### config.mk
export PLATFORM = sky130hd
export DESIGN_NAME = fetch_sequencer
export DESIGN_NICKNAME = d
export VERILOG_FILES = /design/src/rtl/fetch_pkg.sv /design/src/rtl/fetch_timeout.sv /design/src/rtl/fetch_sequencer.sv
export SDC_FILE = /design/constraint.sdc
export NUM_CORES = 1
export LEC_CHECK = 0
export ABC_CLOCK_PERIOD_IN_PS = 1490
export CORE_MARGIN = 5
export CORE_UTILIZATION = 40
export DETAILED_ROUTE_END_ITERATION = 8
export PLACE_DENSITY = 0.76
export SLEW_MARGIN = 20
export SYNTH_ARGS = -nofsm -noshare
export SYNTH_HDL_FRONTEND = slang
export SYNTH_SLANG_ARGS = --single-unit
### constraint.sdc
create_clock -name clk -period 1.49 [get_ports clk]
set_input_delay 0.298 -clock clk [delete_from_list [all_inputs] [get_ports clk]]
set_output_delay 0.298 -clock clk [all_outputs]
set_load 0.01 [all_outputs]
### src/rtl/fetch_pkg.sv
// fetch_pkg: shared widths and state encoding for the instruction-fetch sequencer.
package fetch_pkg;
    localparam int PC_W = 18;
    localparam int TO_W = 16;

    typedef enum logic [2:0] {
        S_IDLE   = 3'd0,
        S_RD_PC  = 3'd1,
        S_CAP_PC = 3'd2,
        S_MEM    = 3'd3,
        S_INC    = 3'd4,
        S_ISSUE  = 3'd5,
        S_BRANCH = 3'd6,
        S_FAULT  = 3'd7
    } state_t;
endpackage

### src/rtl/fetch_timeout.sv
// fetch_timeout: memory-wait counter; hit flags the enabled cycle that brings the count to TIMEOUT.
module fetch_timeout
    import fetch_pkg::*;
#(
    parameter int TIMEOUT = 255
) (
    input  logic clk,
    input  logic rst,
    input  logic clr,
    input  logic en,
    output logic hit
);
    logic [TO_W-1:0] count;

    always_ff @(posedge clk or negedge rst) begin
        if (!rst) count <= '0;
        else if (clr) count <= '0;
        else if (en) count <= count + 1'b1;
    end

    // Look one step ahead so the FSM leaves MEM on the very edge the count reaches TIMEOUT.
    always_comb hit = en && (count == TO_W'(TIMEOUT - 1));
endmodule

### src/rtl/fetch_sequencer.sv
// fetch_sequencer: sequences PC read, memory fetch, PC increment and decode handoff,
// applies branch targets and latches a sticky fault when memory stops acknowledging.
module fetch_sequencer
    import fetch_pkg::*;
#(
    parameter int WORD_W  = 18,
    parameter int TIMEOUT = 255
) (
    input  logic              clk,
    input  logic              rst,
    input  logic              run,
    output logic              pc_re,
    output logic              pc_wr,
    output logic              pc_inc,
    output logic [PC_W-1:0]   pc_wdata,
    input  logic [PC_W-1:0]   pc_rdata,
    output logic              mem_req,
    output logic [PC_W-1:0]   mem_addr,
    input  logic              mem_ack,
    input  logic [WORD_W-1:0] mem_rdata,
    output logic              ir_valid,
    output logic [WORD_W-1:0] ir,
    input  logic              ir_ready,
    input  logic              br_valid,
    input  logic [PC_W-1:0]   br_target,
    output logic              br_ack,
    output logic              fault,
    output logic              busy
);
    state_t state, nxt;
    logic   to_hit;

    fetch_timeout #(.TIMEOUT(TIMEOUT)) u_timeout (
        .clk (clk),
        .rst (rst),
        .clr (state == S_CAP_PC),
        .en  (state == S_MEM && !mem_ack),
        .hit (to_hit)
    );

    // A pending branch in ISSUE wins over ir_ready: the fetched word is dropped.
    always_comb begin
        nxt = state;
        case (state)
            S_IDLE:   nxt = br_valid ? S_BRANCH : (run ? S_RD_PC : S_IDLE);
            S_RD_PC:  nxt = S_CAP_PC;
            S_CAP_PC: nxt = S_MEM;
            S_MEM:    nxt = mem_ack ? S_INC : (to_hit ? S_FAULT : S_MEM);
            S_INC:    nxt = S_ISSUE;
            S_ISSUE:  nxt = br_valid ? S_BRANCH : (ir_ready ? (run ? S_RD_PC : S_IDLE) : S_ISSUE);
            S_BRANCH: nxt = run ? S_RD_PC : S_IDLE;
            default:  nxt = S_FAULT;
        endcase
    end

    // Outputs are registered from the next state, so each strobe maps to exactly one state.
    always_ff @(posedge clk or negedge rst) begin
        if (!rst) begin
            state    <= S_IDLE;
            pc_re    <= 1'b0;
            pc_wr    <= 1'b0;
            pc_inc   <= 1'b0;
            pc_wdata <= '0;
            mem_req  <= 1'b0;
            mem_addr <= '0;
            ir_valid <= 1'b0;
            ir       <= '0;
            br_ack   <= 1'b0;
            fault    <= 1'b0;
            busy     <= 1'b0;
        end else begin
            state    <= nxt;
            pc_re    <= nxt == S_RD_PC;
            pc_wr    <= nxt == S_BRANCH;
            pc_inc   <= nxt == S_INC;
            pc_wdata <= nxt == S_BRANCH ? br_target : '0;
            mem_req  <= nxt == S_MEM;
            ir_valid <= nxt == S_ISSUE;
            br_ack   <= nxt == S_BRANCH;
            fault    <= nxt == S_FAULT;
            busy     <= nxt != S_IDLE && nxt != S_FAULT;
            if (state == S_CAP_PC) mem_addr <= pc_rdata;
            if (state == S_MEM && mem_ack) ir <= mem_rdata;
        end
    end
endmodule

==> results by stage, run 1 <==
Run status:
- The flow ran to the end, but the final reports show violations.
- The checks that failed: negative setup slack.

Cells and area:
- The filler cells instantiated in the layout total between 600 and 700.
- The repair_antennas step left the layout with diodes totalling 0.
- The multi-input combinational cell area is 1436 µm².
- After routing the design area is 5518 µm².
- The layout-stage area growth over the synthesis result is 65.85%.
- The post-route netlist has approximately a third of its cells at a drive strength greater than 1.
- The sequential cells in the finished layout cover a total of 2004 µm².
- The total number of nets in the final design is 469.

Placement:
- At the end of routability-driven placement, the weighted congestion stood at ~0.8.
- The half-perimeter wire length after detailed placement is 5.790 mm.
- In this run the tool buffered the top-level ports with ~120 buffer cells.
- Once placement finished, the instance area stood at 4878 µm².

Setup path:
- The critical path buffer and inverter count is 1.
- Among all stages on the critical path, the largest delay is contributed by dfrtp_1.
- The critical path is of the flip-flop to flip-flop type.
- STA classifies the critical path endpoint as a flip-flop.
- The largest fanout of any net on the critical path is 8.
- The signal on the critical path passes through buf_6 > nand4bb_4 > nor4_4 > nand3_1 > xor2_1 > nor2_2.
- Data on the critical path is required at its endpoint by 1740 ps.
- STA puts the critical path data arrival time at 1880 ps.
- The element type at the critical path start is a flip-flop.
- The gate family responsible for the most delay along the worst path is simple AND/OR/NAND/NOR gates.
- For this run, the slowest stage of the critical path takes 410 ps.

Floorplanning:
- Measured along the y axis, the die boundary spans just over 100 µm.
- The initial utilization of the core area, before any placement, comes to 40.69%.
- around 120 I/O pins were placed.
- The die area is 10240 µm².
- The die is a little over 100 µm wide.
- The initialized floorplan defines 33 standard-cell rows.
- The floorplan core area is 8175 µm².

Pwr:
- The maximum vdd ir drop is 0.9491 mV.
- Registers are responsible for around 34% of the overall power.
- The total power per unit cell area is 1775 nW/µm².
- Per report_power, the clock group accounts for 18.5% of the total.
- The switching power share of the total is 30.96%.
- The post-route total power is 9.796 mW.
- The switching power is 3.033 mW.
- The part of the total power dissipated in combinational logic is 47.8%.
- Cell internal power was estimated by the tool at 6.763 mW.
- The leakage dissipation is 2.678 nW.

Drt:
- The average detailed-routed wire length per instance is 17.06 µm.
- The routed layout has between 2000 and 2500 vias.
- The post-detailed-route count of antenna-violating nets is 0.
- The final routed wirelength across all metal layers is 8.818 mm.
- Dividing the detail-routed via count by the number of cells gives 4.824.
- After detailed routing, the number of remaining DRC violations is 0.
- For this run, the detailed router's first-pass iteration total came to 4.
- In this run, the number of DRC markers left after iteration 0 of detailed routing was 36.

Clocking:
- The CTS H-tree depth is 3.
- For the worst-skew pair, the clock arrives at the later sink with an insertion delay of 350 ps.
- The cell at the root of the clock tree is clkbuf_8.
- After clock tree synthesis, the clock-pin slew on the worst setup and hold paths is 80 ps.
- Buffers inserted during clock tree synthesis total 9.
- The sink count of the clock tree is 80.
- In this run the deepest clock path goes through 2 buffers.
- TritonCTS built the clock tree.

Timing:
- The final number of hold-violating endpoints is 0.
- The transition time of the tightest slew-check pin is 469.8 ps.
- The final setup skew is 5.787 ps.
- The setup violation total in the final timing report is 44.
- The count of final max-slew check failures is 0.
- In this run the tightest slew margin relative to its limit is 68.68%.
- The least setup slack across all paths after layout is -144.8 ps.
- The maximum achievable frequency is between 0.6 and 0.7 GHz.
- The final critical path takes up 109.7% of the cycle.
- Setup repair after global routing could not meet its margin everywhere.
- The final critical-path required period is roughly 1600 ps.

Logic synthesis:
- After synthesis, flip-flops and latches occupy 60.17% of the total area.
- The number of nets in the synthesized netlist is 300.
- The synthesized netlist occupies a cell area of 3327 µm².
- The register bit total from synthesis is 80.
- In this run the mean area of a mapped cell was 13.98 µm².
- The number of standard cells after synthesis is 238.
- The number of distinct library cells after synthesis is 45.
- The number of synthesis warnings is 0.

Global routing:
- The largest net degree at the start of global routing is 34.
- Across every metal layer, demand over resource in global routing totals 16.68%.
- The number of antenna violations at the first check in global routing was 0.
- The number of global-route vias before repair is 2697.
- The first-pass GRT wire length is ~13 mm.
- Global routing finished with a remaining overflow of 0.

Run:
- Max-cap violations in this run came to 0.

Min path:
- The path category of the worst min-delay check is primary input to asynchronous set/reset pin.
-- power by group through the flow --
| stage | sequential [mW] | combinational (mW) | clock, mW |
|---|---|---|---|
| floorplan | 3.52 | 1.70 | 0 |
| global placement | 3.28 | 3.89 | 0 |
| detailed placement | 3.31 | 3.99 | 0 |
| CTS | 3.26 | 4.08 | 1.84 |
| global route | 3.39 | 5.00 | 1.94 |
| finish | 3.30 | 4.69 | 1.81 |
-- synth_stat cells (all sizes together) --
cell | number | area [µm²]
dfrtp | 80 | 2002
mux2 | 36 | 439.2
nor2 | 21 | 86.33
and2 | 19 | 118.9
buf | 10 | 86.32
xor2 | 9 | 78.83
nand3 | 7 | 35.03
nand2 | 6 | 22.52
and3 | 5 | 36.28
nor3 | 5 | 41.29
xnor2 | 5 | 43.79
nor3b | 4 | 41.29
inv | 3 | 11.26
nand4 | 3 | 18.77
nor4 | 3 | 40.04
o21ai | 3 | 15.01
a211oi | 2 | 20.02
and2b | 2 | 17.52
ha | 2 | 25.02
nand4bb | 2 | 38.79
a21o | 1 | 7.510
a31oi | 1 | 6.260
and3b | 1 | 8.760
mux2i | 1 | 10.01
nand2b | 1 | 6.260
nand3b | 1 | 7.510
nor2b | 1 | 6.260
nor4b | 1 | 23.77
nor4bb | 1 | 10.01
o32ai | 1 | 16.27
or3 | 1 | 6.260
-- worst reg2reg max path, cell delays in order (launching register included) --
cell       delay (ps)
dfrtp_1           410
buf_6             140
nand4bb_4         280
nor4_4            300
nand3_1           160
xor2_1            200
nor2_2             50
-- sequential cells by signal, summed over array words and instances (netlist names), 3 cells and up --
signal           count
ir                  18
mem_addr            18
pc_wdata            18
state                3
u_timeout.count     16
-- cell families after synthesis --
| logic type | after synthesis | share of synthesized area (%) |
|---|---|---|
| simple gates | 84 | 17.00 |
| flops | 80 | 60.17 |
| mux | 37 | 13.50 |
| xor+xnor | 14 | 3.686 |
| buf+inv | 13 | 2.933 |
| compound gates | 8 | 1.956 |
| fa+ha+maj | 2 | 0.7520 |
-- through the flow --
step | setup TNS, ps | worst slack (ps) | hold WS (ps) | std cells | utilization [%]
final | -3194 | -144.8 | 447.7 | 517 | 67.49
after global routing | -6476 | -256.8 | 482.6 | 517 | 67.49
after CTS | -2143 | -85.11 | 447.1 | 509 | 64.02
after detailed placement | -9815 | -319.2 | 284.1 | 487 | 59.67
after global placement | -8002 | -255.7 | 282.8 | 487 | 59.67
after floorplan | -540.5 | -60.05 | 2.409 | 238 | -
-- final cells by class --
class                   instances  area share (%)
flip-flops and latches         80           36.33
multi-input cells             145           26.03
clock inverters                 5           1.429
repair buffers                168           30.88
inverters                       3          0.2041
clock buffers                  11           2.744
well taps                     105           2.381
-- metal layers --
| metal | vias up | part of all wire [%] | routed length, µm | global-route usage (%) |
|---|---|---|---|---|
| li1 | 1147 | - | - | - |
| met1 | 1229 | 41 | 3597 | 19.54 |
| met2 | 103 | 48 | 4263 | 27.72 |
| met3 | 15 | 9.0 | 794 | 6.474 |
| met4 | 0 | 1.8 | 162 | 6.442 |
| met5 | - | 0 | 0 | 0 |
-- repair_timing --
item	4_1_cts	5_1_grt
pin swaps	2	13
endpoints found under the setup margin	112	76
cloned	2	5
hold buffers	1	0
endpoints found under the hold margin	30	0
buffers inserted	4	3
resized for setup	92	36
-- cell usage in the layout, fill, tap and decap left out, drive strengths merged, types with 2 or more instances in the layout --
cell,netlist,layout
nand4,3,3
mux2,36,36
nand3,7,7
and2,19,19
nand2,6,6
nor3b,4,4
dfrtp,80,80
clkbuf,0,15
and2b,2,2
nor2,21,21
nor3,5,5
dlygate4sd2,0,62
clkdlybuf4s50,0,58
a211oi,2,2
o21ai,3,3
nand4bb,2,2
ha,2,2
xor2,9,9
bufinv,0,2
and3,5,5
xnor2,5,5
buf,10,43
clkinv,0,3
nor4,3,3
inv,3,3
-- path summary, 6_finish.rpt --
kind | startpoint | end | slack, ps | cells after the start
hold reg to reg | mem_addr[9] | mem_addr[9] | 510 | 1
setup reg to reg | state[2] | u_timeout.count[12] | -140 | 6
max in group asynchronous | rst | ir[14] | 550 | 3
min in group clk | br_target[2] | pc_wdata[2] | 500 | 2
hold / removal | rst | ir[7] | 450 | 2
setup / recovery | state[2] | u_timeout.count[12] | -140 | 6
Power figures use the tool's default switching activity.
==> inputs of run 2 (changes only) <==
- TNS_END_PERCENT: default -> 30
==> run 2 against run 1 <==
  * The run still ends with negative setup slack left
  * Critical path depth decreased by 1
  * Setup slack improved by 34 ps
  * Flip-flop and latch count unchanged
  * Sequential share of layout area increased by 1.9 points
  * Critical endpoint is now mem_addr[10]
  * Largest cell class unchanged
  * Largest power group unchanged
==> results by stage, run 2 (synthesized netlist as in run 1, its figures left out) <==
Setup path:
- The class of the most critical setup path was flip-flop to flip-flop (unchanged).
- The cell count of the worst reg-to-reg path was 5 (was 6).
- The element type at the critical path start is a flip-flop (unchanged).
- The largest fanout of any net on the critical path is 23 (was 8).
- The data required time at the worst endpoint came to 1720 ps (was 1740 ps).
- The timing startpoint of the critical path is state[2] (unchanged).
- The end of the worst register-to-register path is mem_addr[10] (was u_timeout.count[12]).
- The setup slack of the most critical reg-to-reg path is -110 ps (was -140 ps).
- The critical path endpoint category is a flip-flop (unchanged).
- The start of the worst register-to-register path is state[2] (unchanged).
- The data arrival at the endpoint of the critical path is 1830 ps (was 1880 ps).

Cells and area:
- The fill cell instance count of the final layout was 641 (was 624).
- The multi-input combinational cell area is 1364 µm² (was 1436 µm²).
- The layout-stage area growth over the synthesis result is 57.43% (was 65.85%).
- The area occupied by registers was 2004 µm² (unchanged).
- The most common cell after layout, fill and taps aside is dfrtp_1 (unchanged).
- The core utilization of the finished layout is 64.06% (was 67.49%).
- The fraction of layout cells with a size suffix above 1 was 28.11% (was 32.04%).
- Most frequent cells in the layout: dfrtp_1, dlygate4sd2_1, clkdlybuf4s50_1, buf_4, mux2_4 (was dfrtp_1, dlygate4sd2_1, clkdlybuf4s50_1, mux2_4, buf_4).
- Registers with the most flip-flops: ir: 18 flops, mem_addr: 18 flops, pc_wdata: 18 flops (unchanged).
- The final antenna diode count is 0 (unchanged).
- The total number of nets in the final design is 459 (was 469).

Timing:
- The final setup skew was 4.296 ps (was 5.787 ps).
- The transition time of the tightest slew-check pin was 438.0 ps (was 469.8 ps).
- The final critical-path required period is 1600 ps (was 1635 ps).
- The relative max-transition margin is 70.62% (was 68.68%).
- The post-route fraction of the period consumed by the critical path is 107.4% (was 109.7%).
- Unrepaired setup endpoints after global routing: yes (unchanged).
- The least setup slack across all paths after layout came to -110.5 ps (was -144.8 ps).
- The maximum achievable frequency was 0.6248 GHz (was 0.6117 GHz).
- The setup violation total in the final timing report was 42 (was 44).
- The count of final max-slew check failures is 0 (unchanged).
- The final number of hold-violating endpoints came to 0 (unchanged).

Placement:
- The count of port buffers added during placement is 121 (unchanged).
- The half-perimeter wire length after detailed placement came to 5.891 mm (was 5.790 mm).
- The last weighted congestion value of the routability-driven placer is 0.7716 (was 0.7895).

Floorplanning:
- The top-level I/O count was 122 (unchanged).
- The x dimension of the die is 101.2 µm (unchanged).
- The floorplan core area came to 8175 µm² (unchanged).
- The number of core rows is 33 (unchanged).
- The starting utilization of the core area was 40.69% (unchanged).
- The die span in y is 101.2 µm (unchanged).
- The die area is 10240 µm² (unchanged).

Drt:
- The residual DRC count is 0 (unchanged).
- The first-pass iteration count of the detailed router came to 4 (unchanged).
- The via-per-instance ratio is 4.726 (was 4.824).
- The total number of vias is 2396 (was 2494).
- The average detailed-routed wire length per instance was 16.02 µm (was 17.06 µm).
- The final routed wirelength across all metal layers is 8.120 mm (was 8.818 mm).
- The count of routing violations after the opening detailed-route iteration is 74 (was 36).
- The post-detailed-route count of antenna-violating nets is 0 (unchanged).

Global routing:
- The first-pass GRT wire length is 12.88 mm (was 13.27 mm).
- The overflow left after global routing came to 0 (unchanged).
- The number of antenna violations at the first check in global routing came to 0 (unchanged).
- The global routing usage summed across all routing layers is 16.19% (was 16.68%).
- The number of global-route vias before repair is 2620 (was 2697).
- The largest net degree at the start of global routing came to 31 (was 34).

Clocking:
- The total clock buffers created by CTS is 9 (unchanged).
- The maximum clock path buffer count is 2 (unchanged).
- The clock transition at the register clock pins on the worst setup and hold paths after CTS is 80 ps (about the same).
- The sink count of the clock tree was 80 (unchanged).
- The cell at the root of the clock tree is clkbuf_8 (unchanged).
- The CTS tree is yes (unchanged).
- The clock insertion delay at the later pin of the skew report was 340 ps (was 350 ps).
- The CTS H-tree depth is 3 (unchanged).

Run status:
- Run status: finished, violations left (unchanged).
- Violations in the final reports: negative setup slack (unchanged).

Pwr:
- The maximum vdd ir drop came to 1.037 mV (was 0.9491 mV).
- The total power per unit cell area is 1723 nW/µm² (was 1775 nW/µm²).
- The leakage dissipation is 2.531 nW (was 2.678 nW).
- The post-route total power is 9.023 mW (was 9.796 mW).

Run:
- The total of max-cap violations is 0 (unchanged).

Min path:
- The path category of the worst min-delay check is primary input to asynchronous set/reset pin (unchanged).
==> run 2: worst max-delay path, stage by stage, from the launching register on <==
cell     delay (ps)
dfrtp_1         430
buf_4           150
buf_4           130
nor3b_4         200
buf_12          210
mux2_2          360
==> run 2: metal layers <==
layer  vias up  global-route usage [%]  share of wire (%)
met5         -                       0                  0
li1       1130                       -                  -
met4         0                   3.885                1.1
met3         9                   6.474                8.0
met2        91                   28.27                 49
met1      1166                   18.65                 41
==> run 2: power breakdown <==
group	leakage, nW	switching [mW]	total (mW)	internal, mW
Sequential	1.02	0.383	3.26	2.87
Combinational	1.40	1.65	4.01	2.36
Clock	0.108	0.796	1.75	0.956
==> run 2: layout make-up <==
cell class | instances | share of cell area [%]
Sequential cell | 80 | 38.27
Timing Repair Buffer | 158 | 28.76
Multi-Input combinational cell | 145 | 26.04
Tap cell | 105 | 2.508
Clock buffer | 10 | 2.437
Clock inverter | 6 | 1.768
Inverter | 3 | 0.2150
==> run 2: timing repair <==
item | in CTS | in global routing
endpoints found under the hold margin | 24 | 0
cloned | 0 | 1
gates resized for setup | 70 | 31
pin swaps | 6 | 9
endpoints found under the setup margin | 113 | 70
buffers inserted | 2 | 2
hold buffers | 1 | 0
==> run 2: worst max-delay path by stage <==
stage,end,cells past startpoint
floorplan,ir[10],5
global placement,u_timeout.count[14],6
detailed placement,u_timeout.count[14],6
CTS,ir[0],4
global route,busy,5
finish,mem_addr[10],5
==> run 2: metrics by stage <==
stage	setup WS, ps	TNS, ps	cells	hold slack [ps]	area [µm²]
floorplan	-60.05	-724.7	238	2.409	3331
global placement	-354.2	-10660	486	241.4	4883
detailed placement	-400.1	-12500	486	244.7	4883
CTS	-90.00	-1553	504	408.2	5071
global route	-163.9	-6770	507	421.4	5238
finish	-110.5	-3467	507	406.1	5238
==> inputs of run 3 (changes only) <==
- GPL_ROUTABILITY_DRIVEN: default -> 0
==> results of run 3 <==
No change in the layout: final DEF, timing and power equal those of run 2.
